===== src/rtl/div_unit_if.sv =====
// Handshake and operand bundle between the EX-stage decoder and the divider.
interface div_unit_if #(
    parameter int unsigned XLEN = 32
) ();
    logic            start_div;
    logic [1:0]      div_func;
    logic            flush;
    logic [XLEN-1:0] dividend;
    logic [XLEN-1:0] divisor;
    logic            busy;
    logic            done;
    logic [XLEN-1:0] result;

    modport master (
        output start_div, div_func, flush, dividend, divisor,
        input  busy, done, result
    );

    modport slave (
        input  start_div, div_func, flush, dividend, divisor,
        output busy, done, result
    );
endinterface


===== src/rtl/div_unit.sv =====
// Multi-cycle radix-2 restoring divider for DIV/DIVU/REM/REMU.
// div_func: 00 div, 01 divu, 10 rem, 11 remu.
module div_unit #(
    parameter int unsigned XLEN      = 32,
    parameter int unsigned CNT_WIDTH = 6
) (
    input logic       clk,
    input logic       rst,
    div_unit_if.slave bus
);
    typedef enum logic [1:0] {StIdle, StCalc, StDone} state_e;

    localparam logic [XLEN-1:0] MinInt = {1'b1, {(XLEN-1){1'b0}}};

    state_e               state;
    logic [1:0]           func;
    logic [CNT_WIDTH-1:0] cnt;
    logic [XLEN-1:0]      rem;
    logic [XLEN-1:0]      quo;
    logic [XLEN-1:0]      dvsr;
    logic                 q_neg;
    logic                 r_neg;
    logic                 busy_r;
    logic                 done_r;
    logic [XLEN-1:0]      result_r;

    logic                 is_signed;
    logic [XLEN-1:0]      a_abs;
    logic [XLEN-1:0]      b_abs;
    logic [XLEN:0]        rem_sh;
    logic [XLEN:0]        rem_diff;
    logic [XLEN-1:0]      rem_next;
    logic [XLEN-1:0]      quo_next;

    // Select quotient or remainder and apply the recorded sign.
    function automatic logic [XLEN-1:0] pick_result(input logic [1:0] f,
                                                    input logic [XLEN-1:0] q,
                                                    input logic [XLEN-1:0] r,
                                                    input logic qn,
                                                    input logic rn);
        logic [XLEN-1:0] v;
        logic            neg;
        if (f[1]) begin
            v   = r;
            neg = rn;
        end else begin
            v   = q;
            neg = qn;
        end
        if (neg && !f[0]) v = -v;
        return v;
    endfunction

    // Operand magnitudes for signed ops, taken at the accepting edge.
    always_comb begin
        is_signed = ~bus.div_func[0];
        a_abs     = bus.dividend[XLEN-1] ? -bus.dividend : bus.dividend;
        b_abs     = bus.divisor[XLEN-1] ? -bus.divisor : bus.divisor;
    end

    // One restoring step; the shifted remainder is XLEN+1 wide and the borrow decides.
    always_comb begin
        rem_sh   = {rem, quo[XLEN-1]};
        rem_diff = rem_sh - {1'b0, dvsr};
        quo_next = {quo[XLEN-2:0], ~rem_diff[XLEN]};
        rem_next = rem_diff[XLEN] ? rem_sh[XLEN-1:0] : rem_diff[XLEN-1:0];
    end

    // Control FSM with registered busy/done/result.
    always_ff @(posedge clk) begin
        if (rst) begin
            state    <= StIdle;
            func     <= '0;
            cnt      <= '0;
            rem      <= '0;
            quo      <= '0;
            dvsr     <= '0;
            q_neg    <= 1'b0;
            r_neg    <= 1'b0;
            busy_r   <= 1'b0;
            done_r   <= 1'b0;
            result_r <= '0;
        end else begin
            unique case (state)
                StIdle: begin
                    done_r <= 1'b0;
                    if (bus.start_div && !bus.flush) begin
                        func   <= bus.div_func;
                        busy_r <= 1'b1;
                        if (bus.divisor == '0) begin
                            state    <= StDone;
                            done_r   <= 1'b1;
                            result_r <= pick_result(bus.div_func, '1, bus.dividend, 1'b0, 1'b0);
                        end else if (is_signed && bus.dividend == MinInt && bus.divisor == '1) begin
                            state    <= StDone;
                            done_r   <= 1'b1;
                            result_r <= pick_result(bus.div_func, MinInt, '0, 1'b0, 1'b0);
                        end else begin
                            state <= StCalc;
                            cnt   <= CNT_WIDTH'(XLEN);
                            rem   <= '0;
                            quo   <= is_signed ? a_abs : bus.dividend;
                            dvsr  <= is_signed ? b_abs : bus.divisor;
                            q_neg <= is_signed & (bus.dividend[XLEN-1] ^ bus.divisor[XLEN-1]);
                            r_neg <= is_signed & bus.dividend[XLEN-1];
                        end
                    end
                end
                StCalc: begin
                    if (bus.flush) begin
                        state  <= StIdle;
                        busy_r <= 1'b0;
                    end else begin
                        rem <= rem_next;
                        quo <= quo_next;
                        cnt <= cnt - CNT_WIDTH'(1);
                        if (cnt == CNT_WIDTH'(1)) begin
                            state    <= StDone;
                            done_r   <= 1'b1;
                            result_r <= pick_result(func, quo_next, rem_next, q_neg, r_neg);
                        end
                    end
                end
                StDone: begin
                    state  <= StIdle;
                    busy_r <= 1'b0;
                    done_r <= 1'b0;
                end
                default: begin
                    state  <= StIdle;
                    busy_r <= 1'b0;
                    done_r <= 1'b0;
                end
            endcase
        end
    end

    // A flush landing in the DONE cycle suppresses the pulse.
    assign bus.busy   = busy_r;
    assign bus.done   = done_r & ~bus.flush;
    assign bus.result = result_r;
endmodule


===== src/flat_wrapper.sv =====
// flat-port wrapper written by rule: the top's interface ports become plain ports
module div_unit_flat 
#(
    parameter int unsigned XLEN      = 32,
    parameter int unsigned CNT_WIDTH = 6
)
  (clk, rst, bus_start_div, bus_div_func, bus_flush, bus_dividend, bus_divisor, bus_busy, bus_done, bus_result);
  div_unit_if #(.XLEN(XLEN)) bus_i ();
  input logic clk;
  input logic rst;
  input wire logic [$bits(bus_i.start_div)-1:0] bus_start_div;
  input wire logic [$bits(bus_i.div_func)-1:0] bus_div_func;
  input wire logic [$bits(bus_i.flush)-1:0] bus_flush;
  input wire logic [$bits(bus_i.dividend)-1:0] bus_dividend;
  input wire logic [$bits(bus_i.divisor)-1:0] bus_divisor;
  output wire logic [$bits(bus_i.busy)-1:0] bus_busy;
  output wire logic [$bits(bus_i.done)-1:0] bus_done;
  output wire logic [$bits(bus_i.result)-1:0] bus_result;
  assign bus_i.start_div = bus_start_div;
  assign bus_i.div_func = bus_div_func;
  assign bus_i.flush = bus_flush;
  assign bus_i.dividend = bus_dividend;
  assign bus_i.divisor = bus_divisor;
  assign bus_busy = bus_i.busy;
  assign bus_done = bus_i.done;
  assign bus_result = bus_i.result;
  div_unit #(.XLEN(XLEN), .CNT_WIDTH(CNT_WIDTH)) u_core (.clk(clk), .rst(rst), .bus(bus_i));
endmodule

===== config.mk =====
export PLATFORM = sky130hd
export DESIGN_NAME = div_unit_flat
export DESIGN_NICKNAME = d
export VERILOG_FILES = /design/src/rtl/div_unit_if.sv /design/src/rtl/div_unit.sv /design/src/flat_wrapper.sv
export SDC_FILE = /design/constraint.sdc
export NUM_CORES = 1
export LEC_CHECK = 0
export ABC_CLOCK_PERIOD_IN_PS = 6370
export BUFFER_PORTS_ARGS = -buffer_cell sky130_fd_sc_hd__buf_2
export CORE_AREA = 4 4 177 179
export DETAILED_ROUTE_END_ITERATION = 8
export DIE_AREA = 0 0 181 183
export MAX_ROUTING_LAYER = met4
export SETUP_SLACK_MARGIN = 0.02
export SLEW_MARGIN = 30
export SYNTH_ARGS = -nofsm -noshare
export SYNTH_HDL_FRONTEND = slang
export SYNTH_SLANG_ARGS = --single-unit

===== constraint.sdc =====
create_clock -name clk -period 6.37 [get_ports clk]
set_input_delay 0.637 -clock clk [delete_from_list [all_inputs] [get_ports clk]]
set_output_delay 0.637 -clock clk [all_outputs]
set_load 0.01 [all_outputs]

-- After elaboration in Yosys (flattened, before gate mapping)
Index checks and enable logic that the tools add are counted.
- bits in registers: 142
- input bits: 70
- output and inout bits: 34
- word-level logic and storage cells: 132
- add/subtract/negate cells: 7
- equal/unequal tests: 12
- multiplexer cells: 74
- bitwise gates (word level): 9
- reduce and logical (&&, ||, !) cells: 19
- operators by type and width (cell ; count):
    2-to-1 mux 32 bit ; 37
    one-hot mux 32 bit (2 select lines) ; 3
    negation 32 bit ; 5
    == test 32 bit, second input constant ; 2
    subtractor 33 x 32 -> 33 bit ; 1
    zero test 32 bit ; 1
    2-to-1 mux 6 bit ; 4
    2-to-1 mux 1 bit ; 21
    one-hot mux 6 bit (2 select lines) ; 1
    2-to-1 mux 2 bit ; 5
    AND reduction 5 bit ; 2
    != test 2 bit, second input constant ; 4
    AND reduction 2 bit ; 4
    == test 6 x 1 -> 1 bit, second input constant ; 1
    logical AND 1 bit ; 6
    subtractor 6 x 1 -> 6 bit, second input constant ; 1
    inverter 1 bit ; 5
    != test 2 x 1 -> 1 bit, second input constant ; 2
    one-hot mux 1 bit (2 select lines) ; 2
    one-hot mux 2 bit (2 select lines) ; 1
    AND reduction 4 bit ; 1
    bitwise AND 1 bit ; 3
    zero test 1 bit ; 3
    != test 3 x 1 -> 1 bit, second input constant ; 1
    other kinds (5) ; 5

-- Logic depth before layout (Yosys ltp)
- depth after elaboration: 14
- gate-level depth with buffers: 24
- gate-level depth less buffers: 23

-- Least setup slack after synthesis
No wires, ideal clock.
- path type: flip-flop to flip-flop
- start point: register u_core.quo[31]
- end point: register u_core.result_r[28], in the netlist u_core.bus.result[28]
- setup time: 0.117 ns
- arrival: 4.603 ns
- required time: 6.253 ns
- path slack: 1.649 ns
- cell stages (with the launch flop): 25
- buffers on the path: 1
- clock period less this slack: 4.721 ns
- cell sequence: dfxtp_1 > inv_1 > ha_1 > inv_1 > fa_1 > a211oi_1 > or3_4 > a2111oi_4 > o21a_4 > nor3_2 > nor2_2 > buf_6 > mux2i_1 > a21o_1 > ha_1 > nand2_1 > nor2_1 > nand2_1 > nor3_1 > o311ai_2 > a2111oi_4 > nand3_1 > nor4b_2 > mux2i_1 > nand2_1
- longest elaborated chain between the ends: 12
- elaborated cells on any way between the ends: 13
- classes of those cells: add/sub: 2; mux: 10; bitwise: 1
- RTL lines (item ; RTL line ; text):
    from (decl) ; div_unit.sv:19 ; logic [XLEN-1:0] quo;
    from (signal assigned) ; div_unit.sv:102 ; quo <= is_signed ? a_abs : bus.dividend;
    from (signal assigned) ; div_unit.sv:115 ; quo <= quo_next;
    subtractor 33 x 32 -> 33 bit ; div_unit.sv:64 ; rem_diff = rem_sh - {1'b0, dvsr};
    2-to-1 mux 32 bit / inverter 1 bit (equally long branches) ; div_unit.sv:66, div_unit.sv:65 ;
    2-to-1 mux 32 bit * ; div_unit.sv:43 ; if (f[1]) begin
    2-to-1 mux 32 bit * ; div_unit.sv:117 ; if (cnt == CNT_WIDTH'(1)) begin
    2-to-1 mux 32 bit * ; div_unit.sv:110 ; if (bus.flush) begin
    2-to-1 mux 32 bit * ; div_unit.sv:84 ; unique case (state)
    2-to-1 mux 32 bit * ; div_unit.sv:71 ; if (rst) begin
    negation 32 bit ; div_unit.sv:50 ; if (neg && !f[0]) v = -v;
    2-to-1 mux 32 bit * ; div_unit.sv:50 ;
    2-to-1 mux 32 bit * ; div_unit.sv:117 ;
    2-to-1 mux 32 bit * ; div_unit.sv:110 ;
    one-hot mux 32 bit (2 select lines) * ; div_unit.sv:84 ;
    to (signal assigned) ; div_unit.sv:93 ; result_r <= pick_result(bus.div_func, '1, bus.dividend, 1'b0, 1'b0);
    to (signal assigned) ; div_unit.sv:97 ; result_r <= pick_result(bus.div_func, MinInt, '0, 1'b0, 1'b0);
    to (signal assigned) ; div_unit.sv:120 ; result_r <= pick_result(func, quo_next, rem_next, q_neg, r_neg);
    to (decl) ; div_unit.sv:25 ; logic [XLEN-1:0] result_r;
Mark *: on every way between the ends. The rest lies on a longest branch, timed or not. The select of a mux whose other input is x is not followed.
A chain may end at the register's enable or synchronous reset.

-- Worst setup path after layout
- start point: register u_core.rem[7]
- end point: register u_core.result_r[28], in the netlist u_core.bus.result[28]
- longest elaborated chain between the ends: 12
- elaborated cells on any way between the ends: 13
- classes of those cells: add/sub: 2; mux: 10; bitwise: 1
- RTL lines (item ; RTL line ; text):
    from (decl) ; div_unit.sv:18 ; logic [XLEN-1:0] rem;
    from (signal assigned) ; div_unit.sv:114 ; rem <= rem_next;
    subtractor 33 x 32 -> 33 bit ; div_unit.sv:64 ;
    2-to-1 mux 32 bit / inverter 1 bit (equally long branches) ; div_unit.sv:66, div_unit.sv:65 ;
    2-to-1 mux 32 bit * ; div_unit.sv:43 ;
    2-to-1 mux 32 bit * ; div_unit.sv:117 ;
    2-to-1 mux 32 bit * ; div_unit.sv:110 ;
    2-to-1 mux 32 bit * ; div_unit.sv:84 ;
    2-to-1 mux 32 bit * ; div_unit.sv:71 ;
    negation 32 bit ; div_unit.sv:50 ;
    2-to-1 mux 32 bit * ; div_unit.sv:50 ;
    2-to-1 mux 32 bit * ; div_unit.sv:117 ;
    2-to-1 mux 32 bit * ; div_unit.sv:110 ;
    one-hot mux 32 bit (2 select lines) * ; div_unit.sv:84 ;
Marked as above.

==> results summary <==
The run finished with clean final reports. The core region is around 30000 um^2. The cell with the most instances after synthesis is sky130_fd_sc_hd__nor2_1. The number of filler cells placed in the layout is between 3000 and 4000.

The largest buffer count on any clock path is 2. The maximum operating frequency came out at approximately 180 MHz. The met1 track demand over resource in global routing is 0.307. The clock drives between 100 and 150 sinks. The leakage power summed over all cells came out at 4.87 nW.

The Yosys step of the flow raised 0 warnings. The worst-case hold slack came out at about 460 ps. The floorplan row count is 63. The remaining design rule violation count is 0. The critical setup path kind is reg -> reg. The slack of the critical path came out at around 830 ps. Ranked by total cell area, the synthesized netlist is headed by sky130_fd_sc_hd__dfxtp_1, sky130_fd_sc_hd__nor2_1, sky130_fd_sc_hd__a21oi_1. In the global route stage, met3 resource usage came out at 0.0266. The met2 capacity usage during global routing came out at 0.405. The number of endpoints failing setup at the final stage is 0. Synthesis produced a netlist with a net count of 1716. The first global-routing pass estimated roughly 63 mm of wire. The worst path arrival time is 5870 ps.

The most used flip-flop cell after synthesis is sky130_fd_sc_hd__dfxtp_1. The layer flagged by global routing as most heavily used is met2. The path class of the lowest-slack min-delay path is reg -> reg. The via count normalized by instance count is between 5 and 6. The post-CTS clock slew at the launch and capture registers of the worst setup and hold paths is about 60 ps. STA puts the critical path data required time at 6700 ps.

The number of synthesized flops with an enable pin is 0. The count of endpoints failing hold in the final timing report came out at 0. The start point of the worst min-delay path is u_core.dvsr[31]$_SDFFE_PP0P_.

The number of clock buffers added by TritonCTS is 17. The via count of the first global-routing pass is between 10000 and 15000. The proportion of synthesized flip-flops having asynchronous set or reset came out at 0. In this run the vertical extent of the chip is ~180 um. The initial utilization of the core area, before any placement, comes to 0.396. The total chip power came out at roughly 2.8 mW.

Once detail routing completed, the nets flagged for antenna violations numbered 0. The area growth from synthesis to layout is 11.9%. The largest individual stage delay along the critical path comes from the cell sky130_fd_sc_hd__a2111oi_4. The TritonCTS clock tree is yes. The net count of the finished layout came out at around 1700. The library cell used as clock root buffer is sky130_fd_sc_hd__clkbuf_16. Across the run, the number of max-cap violations was 0. The worst slack at placement came out at 922 ps. Of all nets on the critical path, the largest fanout is 13. The worst-case clock skew came out at between 10 and 15 ps.

The first routing iteration left 1012 violations. The count of port buffers added during placement is ~100. The remaining global-route overflow is 0.

Together, buffers and inverters on the worst path number 0. The maximum number of pins on one net before global-route repair is between 90 and 100. Of the available clock period, the critical path in the final layout requires 0.869. The biggest area contributor in the post-synthesis netlist is sky130_fd_sc_hd__dfxtp_1. The slew at the pin with the worst max-slew slack is between 800 and 900 ps. The total number of vias is around 12000. Once the clock tree was built, the setup fixing pass inserted 0 buffers. The post-cts repair resize count is 0. The critical path's largest stage delay came out at approximately 600 ps.

The synthesized area per cell is roughly 7.3 um^2. Across every metal layer, demand over resource in global routing totals 0.242. The worst slew margin relative to its limit came out at 0.423. The final-report max-slew violation count came out at 0. The power per cell area is about 210 nW/um^2.

The width of the die is about 180 um. Across the VDD grid, the largest voltage drop is between 100 and 150 uV. In this run the count of I/O pins placed on the die edge is ~100. The critical path goes through ha_1, nand4_1, or3_4, a2111oi_4, o21a_4, nor3_2, nor2_2, mux2i_1, a21o_1, ha_1, nand2_1, nor2_1, nand2_1, nor3_1, o311ai_2, a2111oi_4, nand3_1, nor4b_2, mux2i_1, nand2_1.

The sequential area share after synthesis is 0.243. The startpoint of the worst setup timing path is u_core.rem[7]$_SDFFE_PP0P_. Of the post-synthesis cell area, the dominant cell type holds 0.243.

The post-synthesis cell area is around 12000 um^2. The number of different library cells used by synthesis comes to 91. Detailed placement finished with a half-perimeter wire length of 30.4 mm. In this run, post-CTS hold repair placed 0 buffers. The total negative slack for setup checks is 0 ps.

The antenna diode count is 0. The number of antenna violations at the first check in global routing came out at 0. The routed wire length per instance is 19.7 um. The cell count after synthesis is ~1600. The startpoint kind of the worst setup timing path is a flop. STA classifies the critical path endpoint as a flop.

The clock insertion delay at the later pin of the skew report came out at roughly 440 ps. After synthesis the netlist holds a flip-flop and latch count of about 140. The share of cells above drive strength 1 came out at 0.130. The die covers approximately 33000 um^2. The worst register-to-register path begins at u_core.rem[7]$_SDFFE_PP0P_. The H-tree generated during clock tree synthesis spans 4 levels. The routed design has 40.3 mm of wire. The count of TritonRoute iterations in the first routing pass came out at 5. Setup repair after global routing left no endpoint under its margin.

The final design utilization came out at 0.443. The shortest clock period the worst path allows after layout came out at between 5000 and 6000 ps. On the critical path the largest part of the delay comes from simple AND/OR/NAND/NOR gates. The most numerous cell type found on the critical path is sky130_fd_sc_hd__nand2_1.

The routability congestion estimate from global placement came out at about 0.9. The commonest cells after synthesis are sky130_fd_sc_hd__nor2_1, sky130_fd_sc_hd__dfxtp_1, sky130_fd_sc_hd__nand2_1, sky130_fd_sc_hd__a21oi_1, sky130_fd_sc_hd__o21ai_0.
## cell type report
type                       instances  area (um^2)  share of cell area
timing repair buffer             125          687              0.0525
tap                              390          488              0.0373
inverter                          52          195              0.0149
clock buffer                      22          484              0.0370
multi-input combinational       1302         8210               0.627
clock inverter                    10          183              0.0140
sequential                       142         2840               0.217
## cell families (layout without fill, tap and decap cells)
logic type / count (synthesis) / after routing / share of synthesized area
xor gates and xnor gates: 93 / 93 / 0.0696
buffers and inverters: 163 / 209 / 0.0586
adders and majority gates: 39 / 39 / 0.0423
DFF: 142 / 142 / 0.243
and+or+nand+nor: 627 / 627 / 0.256
muxes: 25 / 25 / 0.0217
AOI/OAI and AO/OA: 518 / 518 / 0.309
## worst paths after layout
path / end / slack [ps] / cells after the start
worst max-delay path: u_core.bus.result[28]$_SDFFE_PP0P_ / 830 / 20
worst max register to register: u_core.bus.result[28]$_SDFFE_PP0P_ / 830 / 20
worst min-delay path: u_core.dvsr[31]$_SDFFE_PP0P_ / 460 / 2
worst min register to register: u_core.dvsr[31]$_SDFFE_PP0P_ / 460 / 2
## power by group
part	internal, mW	switching, mW	total [mW]	leakage (nW)
combinational	0.245	0.454	0.699	3.40
clock	0.735	0.410	1.15	0.318
sequential	0.924	0.0376	0.962	1.16
## flip-flops by register name, summed over array words and instances, names as in the netlist
name               flops
u_core.done_r          1
u_core.func            2
u_core.dvsr           32
u_core.bus.result     32
u_core.cnt             6
u_core.rem            32
u_core.bus.busy        1
u_core.q_neg           1
u_core.state           2
u_core.quo            32
u_core.r_neg           1
## stage by stage
step                      cells  cell area [um^2]
after CTS                  2043             13100
after floorplan            1607             11700
after detailed placement   2011             12400
after global placement     2011             12400
final                      2043             13100
after global routing       2043             13100
## cells in the final DEF, fill, tap and decap left out, types with 7 or more instances in the layout
cell and n:
sky130_fd_sc_hd__nand4_1 29, sky130_fd_sc_hd__a21oi_1 118, sky130_fd_sc_hd__or2_2 7, sky130_fd_sc_hd__or3_1 15, sky130_fd_sc_hd__a311oi_1 23, sky130_fd_sc_hd__o21ai_0 101, sky130_fd_sc_hd__o211ai_1 17, sky130_fd_sc_hd__a22oi_1 24
sky130_fd_sc_hd__o21a_1 8, sky130_fd_sc_hd__a211oi_1 73, sky130_fd_sc_hd__buf_2 102, sky130_fd_sc_hd__nand2_1 128, sky130_fd_sc_hd__clkbuf_16 17, sky130_fd_sc_hd__xor2_1 45, sky130_fd_sc_hd__and2_1 10, sky130_fd_sc_hd__a31oi_1 22
sky130_fd_sc_hd__ha_1 38, sky130_fd_sc_hd__nand2b_1 9, sky130_fd_sc_hd__inv_1 51, sky130_fd_sc_hd__nor3_1 47, sky130_fd_sc_hd__dfxtp_1 141, sky130_fd_sc_hd__and3_1 12, sky130_fd_sc_hd__o31ai_1 13, sky130_fd_sc_hd__buf_4 22
sky130_fd_sc_hd__mux2i_1 22, sky130_fd_sc_hd__a21o_1 21, sky130_fd_sc_hd__nand3_1 34, sky130_fd_sc_hd__o21bai_1 12, sky130_fd_sc_hd__xnor2_1 48, sky130_fd_sc_hd__nor2b_1 11, sky130_fd_sc_hd__nor2_1 255, sky130_fd_sc_hd__nor4_1 22
## metal layers
layer | share of wire | up-vias
li1 | - | 5976
met1 | 0.45 | 5835
met2 | 0.48 | 349
met3 | 0.042 | 62
met4 | 0.029 | 0
met5 | 0 | -
## worst register-to-register path, delay by kind of cell, from the launching register on
family	cells	cell delay, ps
compound gates	5	1600
fa+ha+maj	2	740
flops	1	360
mux	2	510
simple gates	11	2230
Note: power is estimated with default switching activity, not from simulation.
